File: src/rtl/countdown_timer.sv
// countdown_timer: loadable seconds countdown with start/pause/resume.
// One decrement of seconds_left per CYCLES_PER_SECOND cycles spent in RUN.
// Optional feature macro: COUNTDOWN_AUTORELOAD_EN. When it is defined, expiry
// reloads the last loaded value and keeps running instead of entering DONE.
module countdown_timer #(
  parameter int CYCLES_PER_SECOND = 25_000_000,
  parameter int SEC_W             = 6
) (
  input  logic             clk,
  input  logic             reset,
  input  logic             load,
  input  logic [SEC_W-1:0] load_value,
  input  logic             start,
  input  logic             pause,
  output logic [SEC_W-1:0] seconds_left,
  output logic             running,
  output logic             done,
  output logic             expired
);

  localparam int             CW      = $clog2(CYCLES_PER_SECOND);
  localparam logic [CW-1:0]  CNT_MAX = CW'(CYCLES_PER_SECOND - 1);

  typedef enum logic [1:0] {
    IDLE  = 2'd0,
    RUN   = 2'd1,
    PAUSE = 2'd2,
    DONE  = 2'd3
  } state_e;

  state_e           state_q, state_d;
  logic [CW-1:0]    cnt_q, cnt_d;
  logic [SEC_W-1:0] sec_q, sec_d;
  logic             exp_q, exp_d;

`ifdef COUNTDOWN_AUTORELOAD_EN
  logic [SEC_W-1:0] reload_q;

  // Remember the most recent load value so expiry can restart from it.
  always_ff @(posedge clk) begin
    if (reset)     reload_q <= '0;
    else if (load) reload_q <= load_value;
  end
`endif

  // Next-state logic: load beats pause, pause beats start.
  always_comb begin
    state_d = state_q;
    cnt_d   = cnt_q;
    sec_d   = sec_q;
    exp_d   = 1'b0;
    if (load) begin
      // Any partial second in flight is discarded.
      sec_d   = load_value;
      cnt_d   = '0;
      state_d = IDLE;
    end else begin
      case (state_q)
        IDLE, PAUSE: begin
          // start together with pause is a no-op here; zero never starts.
          if (start && !pause && (sec_q != '0)) state_d = RUN;
        end
        RUN: begin
          if (pause) begin
            state_d = PAUSE;              // counter and seconds held
          end else if (cnt_q == CNT_MAX) begin
            cnt_d = '0;
            if (sec_q == SEC_W'(1)) begin
              exp_d = 1'b1;
`ifdef COUNTDOWN_AUTORELOAD_EN
              sec_d = reload_q;           // stay in RUN, counter restarts at 0
`else
              sec_d   = '0;
              state_d = DONE;
`endif
            end else begin
              sec_d = sec_q - SEC_W'(1);
            end
          end else begin
            cnt_d = cnt_q + CW'(1);
          end
        end
        default: ;                        // DONE: only load or reset leaves
      endcase
    end
  end

  // State, counters and expiry pulse register.
  always_ff @(posedge clk) begin
    if (reset) begin
      state_q <= IDLE;
      cnt_q   <= '0;
      sec_q   <= '0;
      exp_q   <= 1'b0;
    end else begin
      state_q <= state_d;
      cnt_q   <= cnt_d;
      sec_q   <= sec_d;
      exp_q   <= exp_d;
    end
  end

  assign seconds_left = sec_q;
  assign expired      = exp_q;
  assign running      = (state_q == RUN);
  assign done         = (state_q == DONE);

endmodule

File: config.mk
export PLATFORM = sky130hd
export DESIGN_NAME = countdown_timer
export DESIGN_NICKNAME = d
export VERILOG_FILES = /design/src/rtl/countdown_timer.sv
export SDC_FILE = /design/constraint.sdc
export NUM_CORES = 1
export LEC_CHECK = 0
export CORE_UTILIZATION = 59
export DETAILED_ROUTE_END_ITERATION = 12
export PLACE_DENSITY_LB_ADDON = 0.2
export SYNTH_ARGS = -nofsm -noshare
export SYNTH_HDL_FRONTEND = slang
export SYNTH_SLANG_ARGS = --single-unit
File: constraint.sdc
create_clock -name clk -period 4 [get_ports clk]
set_clock_uncertainty 0.05 [all_clocks]
set_input_delay 0.8 -clock clk [delete_from_list [all_inputs] [get_ports clk]]
set_output_delay 0.8 -clock clk [all_outputs]
set_load 0.05 [all_outputs]
==> flow_metrics.tcl <==
set metrics [dict create \
    hold_path.class "reg -> reg" \
    regToRegEndpoint "seconds_left[5]" \
    die_w_um 56.5 \
    syn_nets 227 \
    synth_xor_area_share_pct 11.5 \
    synth_top_family_by_area "simple AND/OR/NAND/NOR gates" \
    rsz0062_at_grt "no" \
    yosys.area.top_type_share_pct 38.9 \
    grt_use_total_pct 26.2 \
    ff2ff_setup_slack_ps 1780 \
    endpoint_kind "register" \
    first_pass_iters 4 \
    fp-row-count 19 \
    clk_pin_slew_ps 100 \
    yosys.area_share.simple_pct 35.0 \
    insertion_delay_ps 330 \
    fin_crit_sh_pct 68.2 \
    power_density_mw_per_mm2 297 \
    worstSetupStartpoint "pause" \
    yosysTopAreaCell "dfxtp_1" \
    synth_compound_area_share_pct 6.50 \
    drtIter0Drc 79 \
    wire_per_inst_um 14.3 \
    vdd_ir_drop_max_mv 0.323 \
    hold_viol_final 0 \
    hpwlAfterDp_um 2770 \
    drv_slew 0 \
    worstPathCellList "clkdlybuf4s50_1, or3b_2, nor4_2, nand4_1, nor2_1, mux2i_1" \
    ys_ff_latch 34 \
    hold_depth 2 \
    criticalPathCategory "in -> reg" \
    startpoint_type "input pin" \
    switchingPower_mw 0.156 \
    cts_tree "built" \
    synth_area_mm2 0.00175 \
    p_clk_share_pct 29.2 \
    clk_path_buf_depth 2 \
    cts_num_sinks 34 \
    core_mm2 0.00278 \
    drc 0 \
    synth_cells 213 \
    fin_nets 247 \
    synth_area_per_cell_um2 8.22 \
    hold_end "cnt_q[1]" \
    yosysWarnings 0 \
    worstMarginPinSlew_ps 673 \
    p_comb_share_pct 11.8 \
    status "complete, no violations" \
    routed_wl_um 3760 \
    synthMuxAreaShare_pct 2.93 \
    ys_top_cells_by_area "dfxtp_1, nor2_1, xnor2_1, xor2_1, nand2_1" \
    p_int_mw 0.438 \
    slowest_delay_ps 550 \
    grt_overflow 0 \
    swShare_pct 26.2 \
    initial_core_util_pct 62.9 \
    htree_num_levels 2 \
    fillers 228 \
    grt_pass1_vias 1460 \
    worstPathArrival_ps 2950 \
    fin_util_pct 71.9 \
    grt_first_pass_wirelength_um 6530 \
    postCtsSetupBuffers 0 \
    ctsHoldBuffers 0 \
    cp.required_ps 4220 \
    yosys_most_used_dff "dfxtp_1" \
    crit_path_top_delay_cell "nor4_2" \
    grt_start_max_net_pins 22 \
    slew_headroom_pct 55.0 \
    final_area_mm2 0.00200 \
    dpl_cell_area_mm2 0.00196 \
    min_from "cnt_q[1]" \
    numCtsBuffers 5 \
    synth_edf_count 0 \
    ys_async_sr_fraction_pct 0 \
    fmax_ghz 0.366 \
    seq_area_frac_synth_pct 38.9 \
    io_pins 20 \
    r2r_cells 5 \
    gp_congestion 0.859 \
    drive_gt1_share_pct 4.72 \
    drv_cap 0 \
    p_seq_share_pct 59.0 \
    cts.repair.resized 0 \
    dr_total_vias 1614 \
    period_minus_slack_ps 2730 \
    yosysUniqueCellTypes 37 \
    detail-route-antenna-nets 0 \
    area_growth_pct 14.3 \
    dieHeight_um 56.5 \
    vias_per_cell 6.11 \
    critPathMaxFanout 6 \
    dieArea_mm2 0.00319 \
    portBuffers 19 \
    synthAdderAreaFrac_pct 2.14 \
    cts-root-buf "clkbuf_4" \
    r2r-start "cnt_q[9]" \
    leakage_nw 0.653 \
    hold_slack_ps 467 \
    setup_violations 0 \
    setup_tns_ps 0 \
    antenna_found_initial 0 \
    diodes 0 \
]
how the worst max path moves through the flow:
stage	to	slack (ps)
after floorplan	seconds_left[3]	1610
after global placement	cnt_q[24]	1010
after detailed placement	cnt_q[24]	950
after CTS	cnt_q[24]	1300
after global routing	seconds_left[5]	1130
final	cnt_q[24]	1270
registers in the layout, indices dropped and copies added, names as in the netlist:
name	flops
cnt_q	25
expired	1
seconds_left	6
state_q	2
layout make-up:
class	instances	area (um2)	share of cell area, %
multi-input cells	165	1020	50.8
inverters	8	30.0	1.50
clock buffers	7	45.0	2.25
flip-flops and latches	34	681	34.0
repair buffers	19	190	9.51
well taps	31	38.8	1.94
cell usage after synthesis (2+ instances only):
cell,n
nor2_1,36
dfxtp_1,34
nand2_1,20
xnor2_1,13
xor2_1,10
nand3_1,9
inv_1,8
nand4_1,8
a21oi_1,7
nor3_1,7
nor4_1,7
and3_1,6
o21ai_0,5
clkbuf_1,4
mux2i_1,4
a211oi_1,3
and2_1,3
ha_1,3
nor4b_1,3
and4_1,2
nand3b_1,2
nor4bb_1,2
or2_1,2
or4_1,2
power by group through the flow:
stage | Combinational, mW | Sequential [mW] | Clock (mW)
floorplan | 0.0292 | 0.371 | 0
global placement | 0.0684 | 0.357 | 0
detailed placement | 0.0697 | 0.358 | 0
CTS | 0.0700 | 0.350 | 0.177
global route | 0.0765 | 0.351 | 0.190
finish | 0.0700 | 0.350 | 0.173
critical path: cells and delay by family:
family / cells / cell delay, ps
simple gates: 4 / 1460
buf+inv: 1 / 490
mux: 1 / 190
through the flow:
step                      setup slack, ps  power (mW)  cells
after detailed placement              950       0.428    257
after global placement               1010       0.426    257
after CTS                            1300       0.597    264
after floorplan                      1610       0.401    213
final                                1270       0.594    264
after global routing                 1130       0.618    264
per-layer routing:
metal	up-vias	wire length [um]	share of wire (%)	track usage, %
met4	0	119	3.2	11.1
met1	741	1570	42	31.7
li1	792	-	-	-
met5	-	0	0	0
met3	14	265	7.0	7.83
met2	67	1800	48	43.0
placed cells by master (no fill, tap or decap), drive strengths merged, types with 4 or more instances in the layout:
cell type | netlist | layout
nand3 | 9 | 9
clkdlybuf4s50 | 0 | 19
and3 | 6 | 6
dfxtp | 34 | 34
nand4 | 9 | 9
nor4 | 8 | 8
a21oi | 7 | 7
clkbuf | 4 | 7
xor2 | 10 | 10
nor2 | 36 | 36
inv | 8 | 8
o21ai | 5 | 5
nand2 | 20 | 20
mux2i | 4 | 4
nor3 | 7 | 7
xnor2 | 13 | 13
cell families after synthesis:
kind of cell / Yosys count
buffers and inverters: 14
multiplexers: 5
AO/OA/AOI/OAI: 19
flip-flops: 34
AND/OR/NAND/NOR: 115
XOR/XNOR: 23
adder cells (fa/ha/maj): 3
(Power assumes the default switching activity.)
